--- config.mk ---
export PLATFORM = sky130hd
export DESIGN_NAME = branch_pc_unit
export DESIGN_NICKNAME = d
export VERILOG_FILES = /design/src/rtl/branch_pkg.sv /design/src/rtl/branch_pc_unit_ras.sv /design/src/rtl/branch_pc_unit.sv
export SDC_FILE = /design/constraint.sdc
export NUM_CORES = 1
export LEC_CHECK = 0
export ABC_AREA = 1
export CORE_MARGIN = 4
export CORE_UTILIZATION = 37
export DETAILED_ROUTE_END_ITERATION = 6
export MAX_ROUTING_LAYER = met4
export PLACE_DENSITY_LB_ADDON = 0.05
export SLEW_MARGIN = 0
export SYNTH_ARGS = -nofsm -noshare
export SYNTH_HDL_FRONTEND = slang
export SYNTH_SLANG_ARGS = --single-unit
--- constraint.sdc ---
create_clock -name clk -period 3.3 [get_ports clk]
set_clock_uncertainty 0.05 [all_clocks]
set_input_delay 0.825 -clock clk [delete_from_list [all_inputs] [get_ports clk]]
set_output_delay 0.825 -clock clk [all_outputs]
set_load 0.1 [all_outputs]
--- src/rtl/branch_pkg.sv ---
// ============================================================================
// Module : branch_pkg
// Brief  : Shared op/state encodings and sign-extension helper for the
//          branch/PC unit.
// Rev    : 1.0  initial release
// ============================================================================
`default_nettype none

package branch_pkg;

    typedef enum logic [3:0] {
        OP_NOP  = 4'd0,
        OP_BEQ  = 4'd1,
        OP_BNE  = 4'd2,
        OP_BGT  = 4'd3,
        OP_BGTE = 4'd4,
        OP_BLT  = 4'd5,
        OP_BLE  = 4'd6,
        OP_J    = 4'd7,
        OP_JAL  = 4'd8,
        OP_JR   = 4'd9,
        OP_RET  = 4'd10
    } op_e;

    typedef enum logic [0:0] {
        ST_RUN   = 1'b0,
        ST_FLUSH = 1'b1
    } state_e;

    localparam int unsigned C_SEXT_MAX_W = 64;

    // Sign-extends the low i_w bits of i_val to the full 64-bit width.
    function automatic logic [C_SEXT_MAX_W-1:0] sext(
        input logic [C_SEXT_MAX_W-1:0] i_val,
        input int unsigned             i_w
    );
        logic [6:0] w_sh;
        w_sh = 7'(C_SEXT_MAX_W - i_w);
        return C_SEXT_MAX_W'($signed(i_val << w_sh) >>> w_sh);
    endfunction

endpackage

`default_nettype wire

--- src/rtl/branch_pc_unit_ras.sv ---
// ============================================================================
// Module : ras_stack
// Brief  : Circular return-address stack; a push when full overwrites the
//          oldest entry.
// Rev    : 1.0  initial release
// ============================================================================
`default_nettype none

module ras_stack #(
    parameter int XLEN      = 32,
    parameter int RAS_DEPTH = 4
) (
    input  logic            clk,
    input  logic            rst_n,
    input  logic            i_push,
    input  logic            i_pop,
    input  logic [XLEN-1:0] i_push_data,
    output logic [XLEN-1:0] o_top,
    output logic            o_empty,
    output logic            o_full
);

    localparam int PTR_W = (RAS_DEPTH > 1) ? $clog2(RAS_DEPTH) : 1;
    localparam int CNT_W = $clog2(RAS_DEPTH + 1);

    logic [XLEN-1:0]  r_mem [RAS_DEPTH];
    logic [PTR_W-1:0] r_top_ptr;
    logic [CNT_W-1:0] r_count;
    logic [PTR_W-1:0] w_push_ptr;

    assign w_push_ptr = r_top_ptr + PTR_W'(1);
    assign o_top      = r_mem[r_top_ptr];
    assign o_empty    = (r_count == '0);
    assign o_full     = (r_count == CNT_W'(RAS_DEPTH));

    always_ff @(posedge clk or negedge rst_n) begin
        if (!rst_n) begin
            r_top_ptr <= '0;
            r_count   <= '0;
        end else if (i_push) begin
            r_top_ptr <= w_push_ptr;
            if (!o_full) begin
                r_count <= r_count + CNT_W'(1);
            end
        end else if (i_pop && !o_empty) begin
            r_top_ptr <= r_top_ptr - PTR_W'(1);
            r_count   <= r_count - CNT_W'(1);
        end
    end

    // Storage needs no reset: the count gates every read.
    always_ff @(posedge clk) begin
        if (i_push) begin
            r_mem[w_push_ptr] <= i_push_data;
        end
    end

endmodule

`default_nettype wire

--- src/rtl/branch_pc_unit.sv ---
// ============================================================================
// Module : branch_pc_unit
// Brief  : Registered program counter with branch/jump resolution, return
//          address stack and post-redirect front-end flush.
// Rev    : 1.0  initial release
// ============================================================================
`default_nettype none

module branch_pc_unit
    import branch_pkg::*;
#(
    parameter int          XLEN         = 32,
    parameter int          OFF_W        = 16,
    parameter int          TGT_W        = 26,
    parameter int          RAS_DEPTH    = 4,
    parameter int          FLUSH_CYCLES = 1,
    parameter logic [31:0] RESET_PC     = 32'd0
) (
    input  logic             clk,
    input  logic             rst_n,
    input  logic             i_in_valid,
    output logic             o_in_ready,
    input  logic [3:0]       i_op,
    input  logic [XLEN-1:0]  i_rs_a,
    input  logic [XLEN-1:0]  i_rs_b,
    input  logic [OFF_W-1:0] i_offset,
    input  logic [TGT_W-1:0] i_target,
    input  logic             i_stall,
    output logic [XLEN-1:0]  o_pc,
    output logic             o_redirect,
    output logic             o_link_valid,
    output logic [XLEN-1:0]  o_link_addr,
    output logic             o_ras_empty,
    output logic             o_ras_full,
    output logic             o_ras_underflow
);

    localparam int CNT_W = (FLUSH_CYCLES > 1) ? $clog2(FLUSH_CYCLES) : 1;

    state_e           r_state;
    state_e           w_state_nxt;
    logic [CNT_W-1:0] r_flush_cnt;
    logic [CNT_W-1:0] w_flush_cnt_nxt;

    logic [XLEN-1:0]  r_pc;
    logic [XLEN-1:0]  w_pc_plus1;
    logic [XLEN-1:0]  w_off_ext;
    logic [XLEN-1:0]  w_tgt_ext;
    logic [XLEN-1:0]  w_next_pc;
    logic [XLEN-1:0]  w_ras_top;
    logic             w_ras_empty;
    logic             w_ras_full;
    logic             w_accept;
    logic             w_is_br;
    logic             w_cond;
    logic             w_taken;
    logic             w_push;
    logic             w_pop;
    logic             w_underflow;
    logic             w_link;

    assign o_in_ready = (r_state == ST_RUN) && !i_stall;
    assign w_accept   = i_in_valid && o_in_ready;
    assign w_pc_plus1 = r_pc + XLEN'(1);
    assign w_off_ext  = XLEN'(sext(C_SEXT_MAX_W'(i_offset), OFF_W));
    assign w_tgt_ext  = XLEN'(sext(C_SEXT_MAX_W'(i_target), TGT_W));

    always_comb begin
        w_is_br     = 1'b0;
        w_cond      = 1'b0;
        w_taken     = 1'b0;
        w_next_pc   = w_pc_plus1;
        w_push      = 1'b0;
        w_pop       = 1'b0;
        w_underflow = 1'b0;
        w_link      = 1'b0;
        case (op_e'(i_op))
            OP_BEQ:  begin w_is_br = 1'b1; w_cond = (i_rs_a == i_rs_b); end
            OP_BNE:  begin w_is_br = 1'b1; w_cond = (i_rs_a != i_rs_b); end
            OP_BGT:  begin w_is_br = 1'b1; w_cond = ($signed(i_rs_a) >  $signed(i_rs_b)); end
            OP_BGTE: begin w_is_br = 1'b1; w_cond = ($signed(i_rs_a) >= $signed(i_rs_b)); end
            OP_BLT:  begin w_is_br = 1'b1; w_cond = ($signed(i_rs_a) <  $signed(i_rs_b)); end
            OP_BLE:  begin w_is_br = 1'b1; w_cond = ($signed(i_rs_a) <= $signed(i_rs_b)); end
            OP_J: begin
                w_taken   = 1'b1;
                w_next_pc = w_tgt_ext;
            end
            OP_JAL: begin
                w_taken   = 1'b1;
                w_next_pc = w_tgt_ext;
                w_push    = 1'b1;
                w_link    = 1'b1;
            end
            OP_JR: begin
                w_taken   = 1'b1;
                w_next_pc = i_rs_a;
            end
            OP_RET: begin
                w_taken = 1'b1;
                if (w_ras_empty) begin
                    w_next_pc   = i_rs_a;
                    w_underflow = 1'b1;
                end else begin
                    w_next_pc = w_ras_top;
                    w_pop     = 1'b1;
                end
            end
            default: ;
        endcase
        if (w_is_br && w_cond) begin
            w_taken   = 1'b1;
            w_next_pc = r_pc + w_off_ext + XLEN'(1);
        end
    end

    always_ff @(posedge clk or negedge rst_n) begin
        if (!rst_n) begin
            r_state     <= ST_RUN;
            r_flush_cnt <= '0;
        end else begin
            r_state     <= w_state_nxt;
            r_flush_cnt <= w_flush_cnt_nxt;
        end
    end

    // Stall is deliberately ignored here so it cannot stretch the flush window.
    always_comb begin
        w_state_nxt     = r_state;
        w_flush_cnt_nxt = r_flush_cnt;
        case (r_state)
            ST_RUN: begin
                if (w_accept && w_taken) begin
                    w_state_nxt     = ST_FLUSH;
                    w_flush_cnt_nxt = CNT_W'(FLUSH_CYCLES - 1);
                end
            end
            ST_FLUSH: begin
                if (r_flush_cnt == '0) begin
                    w_state_nxt = ST_RUN;
                end else begin
                    w_flush_cnt_nxt = r_flush_cnt - CNT_W'(1);
                end
            end
            default: w_state_nxt = ST_RUN;
        endcase
    end

    always_ff @(posedge clk or negedge rst_n) begin
        if (!rst_n) begin
            r_pc            <= XLEN'(RESET_PC);
            o_redirect      <= 1'b0;
            o_link_valid    <= 1'b0;
            o_link_addr     <= '0;
            o_ras_underflow <= 1'b0;
        end else begin
            o_redirect      <= w_accept && w_taken;
            o_link_valid    <= w_accept && w_link;
            o_ras_underflow <= w_accept && w_underflow;
            if (w_accept) begin
                r_pc <= w_next_pc;
            end
            if (w_accept && w_link) begin
                o_link_addr <= w_pc_plus1;
            end
        end
    end

    assign o_pc        = r_pc;
    assign o_ras_empty = w_ras_empty;
    assign o_ras_full  = w_ras_full;

    ras_stack #(
        .XLEN      (XLEN),
        .RAS_DEPTH (RAS_DEPTH)
    ) u_ras (
        .clk         (clk),
        .rst_n       (rst_n),
        .i_push      (w_accept && w_push),
        .i_pop       (w_accept && w_pop),
        .i_push_data (w_pc_plus1),
        .o_top       (w_ras_top),
        .o_empty     (w_ras_empty),
        .o_full      (w_ras_full)
    );

endmodule

`default_nettype wire

# == Word level (Yosys, flattened, before mapping) ==
# Memory sizes are Yosys's and may differ from the RTL's.
# Cells that the tools add are included.
# totals
regBits,74
ram_bits,128
inputBits,114
wordCells,79
n_memories,1
# classes
n_addsub,8
n_lt_le_gt_ge,4
eq_ne,15
n_mux,25
bitwise_logic,1
n_reduce_logical,16
# mem_list
name,words,word_bits,rd,rd_ports_with_merged_regs,wr,line,text
u_ras.r_mem,4,32,1,0,1,branch_pc_unit_ras.sv:26,logic [XLEN-1:0] r_mem [RAS_DEPTH];
# ops
operator,n
$pmux 32 s3,1
$add 32x1->32 const B,2
$mux 32,2
$add 32x32->32,1
$eq 32x32->1,1
$ge 32x32->1,1
$gt 32x32->1,1
$le 32x32->1,1
$lt 32x32->1,1
$ne 32x32->1,1
$eq 4x3->1 const B,4
$mux 1,14
$eq 4x4->1 const B,3
$mux 3,3
$eq 4x2->1 const B,2
$logic_and 1x1->1,8
$pmux 1 s6,1
$reduce_or 6->1,1
$eq 4x1->1 const B,1
$mux 2,2
$pmux 1 s2,2
$reduce_or 4->1,1
$add 3x1->3 const B,1
$eq 3x3->1 const B,1
12 further kinds,13

# == Longest topological paths before layout ==
# Gate-level depths: netlist (run 1).
# depth
ltp_word,8
ltp_mapped,24
mapped_depth_nobuf,23

# == By module ==
# From an unflattened synthesis (run 1), not the netlist that was laid out.
# unflattened
hier_cells,1454
hier_area_um2,12879.9
# by_module_without_submodules
mod,n_inst,cells_each,area_each_um2,seq_area_each_um2
branch_pc_unit,1,1091,7424.6,1701.6
ras_stack,1,363,5455.2,3968.8

# == Worst setup path before layout (run 1) ==
# Ideal clock, no wire load.
# synth_timing
kind,input to register
startpoint,input port i_stall
endpoint,memory u_ras.r_mem[0][0] (enable)
setup_ps,421
t_arrival_ps,4839
required_time_ps,2829
setup_slack_ps,-2010
stages,7
cell_sequence,nor2_1 -> nand2_1 -> nor2_2 -> inv_1 -> clkbuf_1 -> clkbuf_1 -> nor2_1
# synth_between
elab_chain_len,6
# synth_rtl
item,line,text
"start, declared",branch_pc_unit.sv:28,"input logic i_stall,"
$logic_not 1->1,branch_pc_unit.sv:62,assign o_in_ready = (r_state == ST_RUN) && !i_stall;
$logic_and 1x1->1,branch_pc_unit.sv:62,
$logic_and 1x1->1,branch_pc_unit.sv:63,assign w_accept = i_in_valid && o_in_ready;
$logic_and 1x1->1,branch_pc_unit.sv:178,".i_push (w_accept && w_push),"
$mux 1,branch_pc_unit_ras.sv:53,if (i_push) begin
$mux 1 (not written as such),branch_pc_unit_ras.sv:54,r_mem[w_push_ptr] <= i_push_data;
"end, declared",branch_pc_unit_ras.sv:26,
# No other way between the ends.

# == Final worst setup path (run 1) ==
# layout_timing
startpoint,register r_pc[1] (netlist: o_pc[1])
endpoint,register r_pc[26] (netlist: o_pc[26])
# layout_between
elab_chain_len,3
elab_cells_between_ends,5
cone_classes,add/sub (3); mux (2)
# layout_rtl
item,line,text
"start, declared",branch_pc_unit.sv:45,logic [XLEN-1:0] r_pc;
"start signal, assigned",branch_pc_unit.sv:150,r_pc <= XLEN'(RESET_PC);
"start signal, assigned",branch_pc_unit.sv:160,r_pc <= w_next_pc;
$add 32x1->32,branch_pc_unit.sv:64,assign w_pc_plus1 = r_pc + XLEN'(1);
named net u_ras.i_push_data[26],branch_pc_unit_ras.sv:17,"input logic [XLEN-1:0] i_push_data,"
$pmux 32 s3,branch_pc_unit.sv:77,case (op_e'(i_op))
$mux 32,branch_pc_unit.sv:110,if (w_is_br && w_cond) begin
# The timed path passes the listed nets, and every way through them passes these cells.
# A chain may end at the register's enable or synchronous reset.

==> metrics, run 1 <==
status finished clean; Comb pwr share 0.528; most frequent cells in the layout 405 x nand2_1, 204 x buf_4, 143 x inv_1; worst-path maximum fanout 6; Synth top area share 0.312; row count 66; Worst Max-Slew Pin Slew 1.03 ns; Placed Instance Area 0.0156 sq mm; vias in the first global route 11,200; worst endpoint required time 3.72 ns; # placed instances 2,195; Die X 190 um; startpoint types flip-flop; Final WS setup 0.295 ns; sequential share of the synthesized area 0.460; maximum resistive drop on vdd 0.542 mV; multi-input logic area 0.00590 sq mm; Max-slew headroom 0.311; initial antenna violation count 0; Clock Sinks 201; Routed Antenna Nets 0; Max Cap Viol 0; post-synthesis cell area 0.0123 sq mm; Setup Crit Path Kind reg2reg; final wirelength 45,200 um; area delta synth->final 33.3%; Synth area leaders edfxtp_1 31%, dfrtp_1 15%, nand2_1 12%, ha_1 6.9%, inv_1 4.4%; Hold Crit Class in2async; hold buffer count at cts 0; Max Root-Sink Buffers 3; clk_lat worst skew 0.54 ns; root buffer cell clkbuf_16; Final Util 0.502; Synth Warn # 0; unrepaired setup endpoints after global routing no; cts bufs inserted 24; power density cells 801 mW/mm^2; Fmax 0.333 GHz; CTS H-tree depth 1; CP arrival 3.42 ns; Finished Cell Area 0.0164 sq mm; Seq. cell area 0.00567 sq mm; Post-Syn Nets 1,662; first-pass GRT wire length 67,600 um; clock share of power 0.203; Hold Vio Cnt, Final 0; switching share of power 0.483; Post-Place Worst Slack -0.203 ns; Pleak 0.00746 uW; CTS clk-pin slew, worst paths 0.06 ns; Initial Utilization 0.377; Avg WL per Cell 20.2 um; via density per instance 5.06; number of top-level pins 184; ordered list of cells on the worst path ha_1 -> nand3_2 -> nor2_4 -> nand2_2 -> nor2_2 -> nand3_2 -> or2_4 -> xnor2_1 -> o21ai_0 -> nand3_1 -> nand3_1 -> nand2_1; EDFF count, synth 128; # diodes 0; endpoints failing setup 0; fin. max-slew vios 0; Distinct cells, synth 54; ys flop type edfxtp_1; GRT overflow 0; GRT Resource Usage Total 0.248; Die Y 190 um; CORE AREA 0.0327 sq mm; crit share post-route 0.911; Layout Cells excl Fill 2,239; DR iter-0 viols 827; filler instances 3,246; routed via count 11,300; ys async rst share 0.363; critical path endpoint category flip-flop; dpl hpwl 34,100 um; largest net degree at the start of global routing 74; TritonCTS clock tree yes; fraction of layout cells with a size suffix above 1 0.165; sw power 6350 uW; die footprint 0.0363 sq mm; post-CTS setup buffers 0; RePlAce Congestion 0.925; CTS resizes 0; drt pass-1 iters 5; P_int 6790 uW; port bufs 183; Synth Area per Inst 8.33 sq um; DRC errors left 0; nets@finish 1,963; Synth Register Bits 201; slowest stage delay, CP 0.58 ns; most common cell after layout, fill and taps aside nand2_1; Reg power frac 0.270; Synth Instances 1,478; top cell type by total area after synthesis edfxtp_1; CP max stage cell xnor2_1; fin crit period 3.00 ns
cell usage after synthesis, drive strengths merged, types with 15 or more instances:
cell    count
nor3       22
dfrtp      73
edfxtp    128
nand3      92
inv       146
xnor2      20
clkbuf     39
o22ai      26
nand4      15
xor2       38
o21ai      94
nor2      131
a21oi      73
buf        16
nand2     413
ha         68
routing by layer:
metal / track usage / wire length, um / part of all wire
met1: 0.338 / 20100 / 0.45
met5: - / 0 / 0
met3: 0.0205 / 2090 / 0.046
met2: 0.417 / 22200 / 0.49
met4: 0.0398 / 726 / 0.016
path summary, 6_finish.rpt:
check                               start               to  slack (ns)  cells past startpoint
min                                 rst_n  o_link_addr[15]        0.42                      1
max                               o_pc[1]         o_pc[26]        0.30                     12
min reg2reg                o_link_addr[4]   o_link_addr[4]        0.43                      2
min in group clk           o_link_addr[4]   o_link_addr[4]        0.43                      2
max reg2reg                       o_pc[1]         o_pc[26]        0.30                     12
max in group asynchronous           rst_n  o_ras_underflow        2.11                      1
power by group through the flow:
stage | Clock (uW) | Combinational [uW] | Sequential [uW]
after floorplan | 0 | 2820 | 5210
after CTS | 2710 | 6950 | 3550
after detailed placement | 0 | 6930 | 3590
after global routing | 2820 | 7450 | 3590
after global placement | 0 | 6910 | 3590
final | 2660 | 6940 | 3550
stage by stage:
step | hold slack (ns) | setup TNS, ns | total power [uW]
5_1_grt | 0.452 | 0 | 13900
3_5_place_dp | 0.410 | -5.58 | 10500
4_1_cts | 0.426 | 0 | 13200
2_1_floorplan | 0.479 | 0 | 8020
6_report | 0.418 | 0 | 13100
3_3_place_gp | 0.407 | -5.43 | 10500
state kept, by name, indices dropped and copies added, names as in the netlist:
name and cells:
o_link_addr 32, o_link_valid 1, o_pc 32, o_ras_underflow 1, o_redirect 1, r_state 1, u_ras.r_count 3, u_ras.r_mem 128
u_ras.r_top_ptr 2
worst max-delay path: cells and delay by family, from the launching register on:
kind	cells	cell delay, ns
xor gates and xnor gates	1	0.58
and+or+nand+nor	9	1.26
AOI/OAI and AO/OA	1	0.28
DFF	1	0.51
adders and majority gates	1	0.26
cell type report:
class                   instances  area share
flip-flops and latches        201       0.345
multi-input cells            1074       0.359
well taps                     442      0.0337
repair buffers                330       0.179
inverters                     148      0.0338
clock buffers                  34      0.0420
clock inverters                10     0.00701
cell families after synthesis:
family | synth area share
buffers and inverters | 0.0654
multiplexers | 0.000914
AO/OA/AOI/OAI | 0.124
flip-flops | 0.460
adder cells (fa/ha/maj) | 0.0723
XOR/XNOR | 0.0419
AND/OR/NAND/NOR | 0.236
Note: power is estimated with default switching activity, not from simulation.
==> run 2, diff against run 1 <==
--- a/config.mk
+++ b/config.mk
@@ -8,6 +8,7 @@
 export ABC_AREA = 1
 export CORE_MARGIN = 4
 export CORE_UTILIZATION = 37
+export CTS_BUF_LIST = sky130_fd_sc_hd__clkbuf_8
 export DETAILED_ROUTE_END_ITERATION = 6
 export MAX_ROUTING_LAYER = met4
 export PLACE_DENSITY_LB_ADDON = 0.05
==> constraint.sdc (replaced) <==
create_clock -name clk -period 3.25 [get_ports clk]
set_clock_uncertainty 0.05 [all_clocks]
set_input_delay 0.8125 -clock clk [delete_from_list [all_inputs] [get_ports clk]]
set_output_delay 0.8125 -clock clk [all_outputs]
set_load 0.1 [all_outputs]
==> metrics, run 2 (synthesis gave the netlist of run 1 again) <==
Hold Crit Class in2async; power after layout 12,900 uW (-1.5%); Avg WL per Cell 19.6 um (-2.6%); first-pass GRT wire length 67,400 um (-0.39%); Initial Utilization 0.377 (unchanged); status finished clean; fin crit period 2.96 ns; final wirelength 45,000 um (-0.49%); endpoints failing setup 0 (unchanged); CORE AREA 0.0327 sq mm (unchanged); nets@finish 2,003 (+2.0%); area delta synth->final 34.0%; Max Root-Sink Buffers 3 (unchanged); Hold Vio Cnt, Final 0 (unchanged); RePlAce Congestion 0.902 (-2.5%); Max-slew headroom 0.473 (+0.162); crit share post-route 0.910; cts bufs inserted 36 (+50%); fraction of layout cells with a size suffix above 1 0.180 (+0.0157); maximum resistive drop on vdd 0.687 mV (+27%); most common cell after layout, fill and taps aside nand2_1; CTS H-tree depth 2 (+1); vias in the first global route 11,400 (+2.0%); worst-path maximum fanout 24 (+18); smallest hold slack 0.241 ns (-0.177 ns); GRT Resource Usage Total 0.250 (+0.00138); Setup Crit Path Kind in2reg; initial antenna violation count 0 (unchanged); drt pass-1 iters 5 (unchanged); TritonCTS clock tree yes; Max Cap Viol 0 (unchanged); DR iter-0 viols 820 (-0.85%); largest net degree at the start of global routing 74 (unchanged); Final Util 0.505 (+0.00287); # diodes 0 (unchanged); Top reg by flops u_ras.r_mem; via density per instance 4.98 (-1.6%); critical path endpoint category flip-flop; Routed Antenna Nets 0 (unchanged); CP arrival 3.33 ns (-0.09 ns); Clock Sinks 201 (unchanged); DRC errors left 0 (unchanged); unrepaired setup endpoints after global routing no; filler instances 3,251 (+0.15%); fin. max-slew vios 0 (unchanged); worst endpoint required time 3.62 ns (-0.10 ns); Fmax 0.338 GHz; most frequent cells in the layout 405 x nand2_1, 232 x buf_4, 158 x inv_1; root buffer cell clkbuf_8; dpl hpwl 34,500 um (+0.98%); row count 66 (unchanged); hold buffer count at cts 0 (unchanged); max reg flops 128 (unchanged); power density cells 784 mW/mm^2 (-2.0%); Pleak 0.00762 uW (+2.2%); Worst Max-Slew Pin Slew 0.790 ns (-0.243 ns); Die X 190 um (unchanged); Layout Cells excl Fill 2,288 (+2.2%); die footprint 0.0363 sq mm (unchanged); CTS clk-pin slew, worst paths 0.06 ns (about the same); port bufs 183 (unchanged); Die Y 190 um (unchanged); GRT overflow 0 (unchanged); number of top-level pins 184 (unchanged); routed via count 11,400 (+0.55%); startpoint types input pin; # placed instances 2,223 (+1.3%); clk_lat worst skew 0.54 ns (about the same)
[run 2: cell types whose count changed in the layout (fill, tap and decap cells not counted), moves of 2 or more]
cell / change
inv_1: +15
clkinvlp_4: -2
clkbuf_16: -25
buf_4: +28
clkbuf_1: -6
clkinv_1: +5
clkbuf_8: +36
[run 2: worst paths after layout]
path | end | startpoint | depth (start not counted) | slack, ns
setup / recovery | o_pc[19] | i_rs_a[31] | 18 | 0.29
setup reg to reg | o_pc[26] | o_pc[1] | 12 | 0.34
max in group asynchronous | o_link_addr[19] | rst_n | 2 | 2.52
min in group clk | o_link_addr[1] | o_link_addr[1] | 2 | 0.43
hold / removal | o_pc[1] | rst_n | 2 | 0.24
hold reg to reg | o_link_addr[1] | o_link_addr[1] | 2 | 0.43
[run 2: cell type report]
type / count / area [sq um] / share of cell area
sequential: 201 / 5670 / 0.344
tap: 442 / 553 / 0.0335
timing repair buffer: 358 / 3140 / 0.190
multi-input combinational: 1074 / 5910 / 0.358
inverter: 148 / 556 / 0.0336
clock inverter: 26 / 143 / 0.00864
clock buffer: 39 / 537 / 0.0325
[run 2: layer usage]
metal / vias up / track usage / routed length [um]
li1: 5695 / - / -
met1: 5338 / 0.337 / 20100
met2: 308 / 0.406 / 21500
met3: 60 / 0.0276 / 2240
met4: 0 / 0.0616 / 1070
met5: - / - / 0
[run 2: timing repair]
item / in CTS / in global routing
resized for setup: 0 / 1
hold endpoints to repair: 0 / 0
buffers inserted: 0 / 0
endpoints found under the setup margin: 0 / 1
[run 2: power by group]
| part | total [uW] | internal (uW) | switching, uW |
|---|---|---|---|
| clock network | 2260 | 1200 | 1060 |
| registers | 3610 | 3180 | 430 |
| logic | 7080 | 2220 | 4860 |
[run 2: critical path, cell delays in order]
cell	delay (ns)
clkdlybuf4s50_1	0.49
ha_1	0.37
nand2_1	0.09
nor2_2	0.14
nand2_2	0.09
nor4_4	0.19
nand2_2	0.15
nand3_1	0.10
o21ai_1	0.07
clkinv_1	0.06
nand2_2	0.08
nor2_8	0.20
nand2_4	0.09
buf_12	0.16
nand2_1	0.07
nand2_1	0.05
nand2_1	0.05
nand2_1	0.05
[run 2: metrics by stage]
step | worst slack [ns] | setup TNS (ns) | area (sq um)
floorplan | 0.0340 | 0 | 12400
global placement | -0.220 | -6.52 | 15800
CTS | 0.106 | 0 | 16500
finish | 0.291 | 0 | 16500
detailed placement | -0.244 | -7.14 | 15800
global route | 0.0609 | 0 | 16500
==> run 3, diff against run 2 <==
--- a/config.mk
+++ b/config.mk
@@ -7,7 +7,7 @@
 export LEC_CHECK = 0
 export ABC_AREA = 1
 export CORE_MARGIN = 4
-export CORE_UTILIZATION = 37
+export CORE_UTILIZATION = 32
 export CTS_BUF_LIST = sky130_fd_sc_hd__clkbuf_8
 export DETAILED_ROUTE_END_ITERATION = 6
 export MAX_ROUTING_LAYER = met4
@@ -16,3 +16,4 @@
 export SYNTH_ARGS = -nofsm -noshare
 export SYNTH_HDL_FRONTEND = slang
 export SYNTH_SLANG_ARGS = --single-unit
+export TNS_END_PERCENT = 20
==> metrics, run 3 (synthesis gave the netlist of run 1 again) <==
most frequent cells in the layout 405 x nand2_1, 236 x buf_4, 160 x inv_1; Reg power frac 0.278 (about the same); Hold Vio Cnt, Final 0 (unchanged); Hold Crit Class in2async; cts bufs inserted 37 (+2.8%); root buffer cell clkbuf_8; vias in the first global route 11,700 (+3.0%); GRT overflow 0 (unchanged); busiest grt layer met2; most common cell after layout, fill and taps aside nand2_1; critical path endpoint category flip-flop; drt pass-1 iters 7 (+2); Comb pwr share 0.547 (about the same); # diodes 0 (unchanged); worst endpoint required time 3.67 ns (+0.05 ns); max reg flops 128 (unchanged); maximum resistive drop on vdd 0.608 mV (-12%); CTS clk-pin slew, worst paths 0.06 ns (about the same); Finished Cell Area 0.0167 sq mm (+0.88%); TritonCTS clock tree yes; crit share post-route 0.930 (+0.0193); Placed Instance Area 0.0160 sq mm (+0.86%); Final Util 0.440 (-0.0648); port bufs 183 (unchanged); Avg WL per Cell 19.9 um (+1.4%); hold buffer count at cts 0 (unchanged); met2 Usage GRT 0.372 (-0.0340); most common cell type on the critical path nand3_1; multi-input logic area 0.00590 sq mm (-0.13%); Setup Crit Path Kind reg2reg; dpl hpwl 36,700 um (+6.3%); CTS H-tree depth 2 (unchanged); final wirelength 47,100 um (+4.8%); post-CTS setup buffers 0 (unchanged); Routed Antenna Nets 0 (unchanged); clk_lat worst skew 0.53 ns (about the same); initial antenna violation count 0 (unchanged); CTS resizes 0 (unchanged); fraction of layout cells with a size suffix above 1 0.182 (+0.00202); power density cells 783 mW/mm^2 (-0.15%); number of top-level pins 184 (unchanged); status finished clean; RR Endpoint o_pc[28]; nets@finish 2,009 (+0.30%); Max Cap Viol 0 (unchanged); Worst Max-Slew Pin Slew 0.835 ns (+0.0449 ns); unrepaired setup endpoints after global routing no; met3 usage 0.0332 (+0.00552); slowest stage delay, CP 0.57 ns (+0.08 ns); Top reg by flops u_ras.r_mem; reg2reg start o_pc[1]; met1 GRT Util 0.303 (-0.0343); filler instances 3,893 (+20%); fin crit period 3.02 ns (+0.0626 ns); Pleak 0.00765 uW (+0.34%); GRT Resource Usage Total 0.230 (-0.0199); via density per instance 4.88 (-2.0%); largest net degree at the start of global routing 68 (-8.1%); CP max stage cell xor2_1; Die X 204 um (+7.2%); Max-slew headroom 0.439 (-0.0334); Initial Utilization 0.325 (-0.0512); clock share of power 0.175 (about the same); sw power 6410 uW (+0.88%); worst-path maximum fanout 6 (-75%); Die Y 204 um (+7.2%); first-pass GRT wire length 70,900 um (+5.2%); Max Root-Sink Buffers 3 (unchanged); P_int 6640 uW (+0.58%); DR iter-0 viols 860 (+4.9%); Seq. cell area 0.00567 sq mm (unchanged); RePlAce Congestion 0.884 (-2.0%); Clock Sinks 201 (unchanged); die footprint 0.0417 sq mm (+15%); CORE AREA 0.0378 sq mm (+16%); Fmax 0.331 GHz (-2.1%); row count 71 (+7.6%); endpoints failing setup 0 (unchanged); routed via count 11,500 (+1.2%); fin. max-slew vios 0 (unchanged); Reg2Reg Depth 13 (+1); switching share of power 0.491 (+0.000727); CP arrival 3.45 ns (+0.12 ns); startpoint types flip-flop; flop2flop setup slack 0.23 ns (-0.11 ns); ordered list of cells on the worst path ha_1 -> nand3_2 -> nor2_4 -> nand2_2 -> nor2_2 -> nand3b_1 -> nor2_1 -> nand3_1 -> xor2_1 -> a21oi_1 -> nand3_1 -> nand3_1 -> nand2_1; area delta synth->final 35.2%; DRC errors left 0 (unchanged)
==> run 3: changes by cell type in the layout (fill, tap and decap cells not counted), sizes merged <==
| cell | before | now |
|---|---|---|
| buf | 246 | 251 |
| bufinv | 1 | 0 |
| clkbuf | 39 | 43 |
| clkinv | 10 | 7 |
| inv | 163 | 165 |
==> run 3: worst max-delay path, delay by kind of cell, from the launching register on <==
kind / cells / cell delay (ns)
flops: 1 / 0.49
fa+ha+maj: 1 / 0.25
simple gates: 10 / 1.30
xor+xnor: 1 / 0.57
compound gates: 1 / 0.30
==> run 3: power groups by stage <==
stage	Sequential, uW	Clock, uW	Combinational (uW)
5_1_grt	3680	2480	7730
3_3_place_gp	3670	0	7160
3_5_place_dp	3670	0	7160
2_1_floorplan	5290	0	2860
4_1_cts	3630	2350	7180
6_report	3630	2280	7140
==> run 3: metal layers <==
layer	wire length, um	share of wire
met2	22600	0.48
met1	21100	0.45
met4	1290	0.027
met3	2090	0.044
met5	0	0
==> run 3: area by class of cell <==
| type | instances | area share |
|---|---|---|
| Clock buffer | 43 | 0.0355 |
| Clock inverter | 24 | 0.00624 |
| Inverter | 148 | 0.0334 |
| Multi-Input combinational cell | 1074 | 0.354 |
| Sequential cell | 201 | 0.341 |
| Tap cell | 511 | 0.0384 |
| Timing Repair Buffer | 363 | 0.192 |
==> run 3: stage by stage <==
step / hold WS, ns / worst slack (ns) / TNS [ns] / instances / total power [uW]
floorplan: 0.467 / 0.0340 / 0 / 1478 / 8150
CTS: 0.156 / 0.271 / 0 / 2364 / 13200
detailed placement: 0.416 / -0.255 / -6.82 / 2297 / 10800
finish: 0.168 / 0.229 / 0 / 2364 / 13000
global route: 0.167 / 0.0406 / 0 / 2364 / 13900
global placement: 0.417 / -0.271 / -5.79 / 2297 / 10800
==> run 3: worst max-delay path by stage <==
| stage | from | end | slack, ns |
|---|---|---|---|
| after floorplan | i_stall | u_ras.r_count[2] | 0.03 |
| after global placement | i_offset[15] | o_pc[30] | -0.27 |
| after detailed placement | i_offset[15] | o_pc[30] | -0.26 |
| after CTS | o_pc[1] | o_pc[28] | 0.27 |
| after global routing | o_pc[1] | o_pc[28] | 0.04 |
| final | o_pc[1] | o_pc[28] | 0.23 |
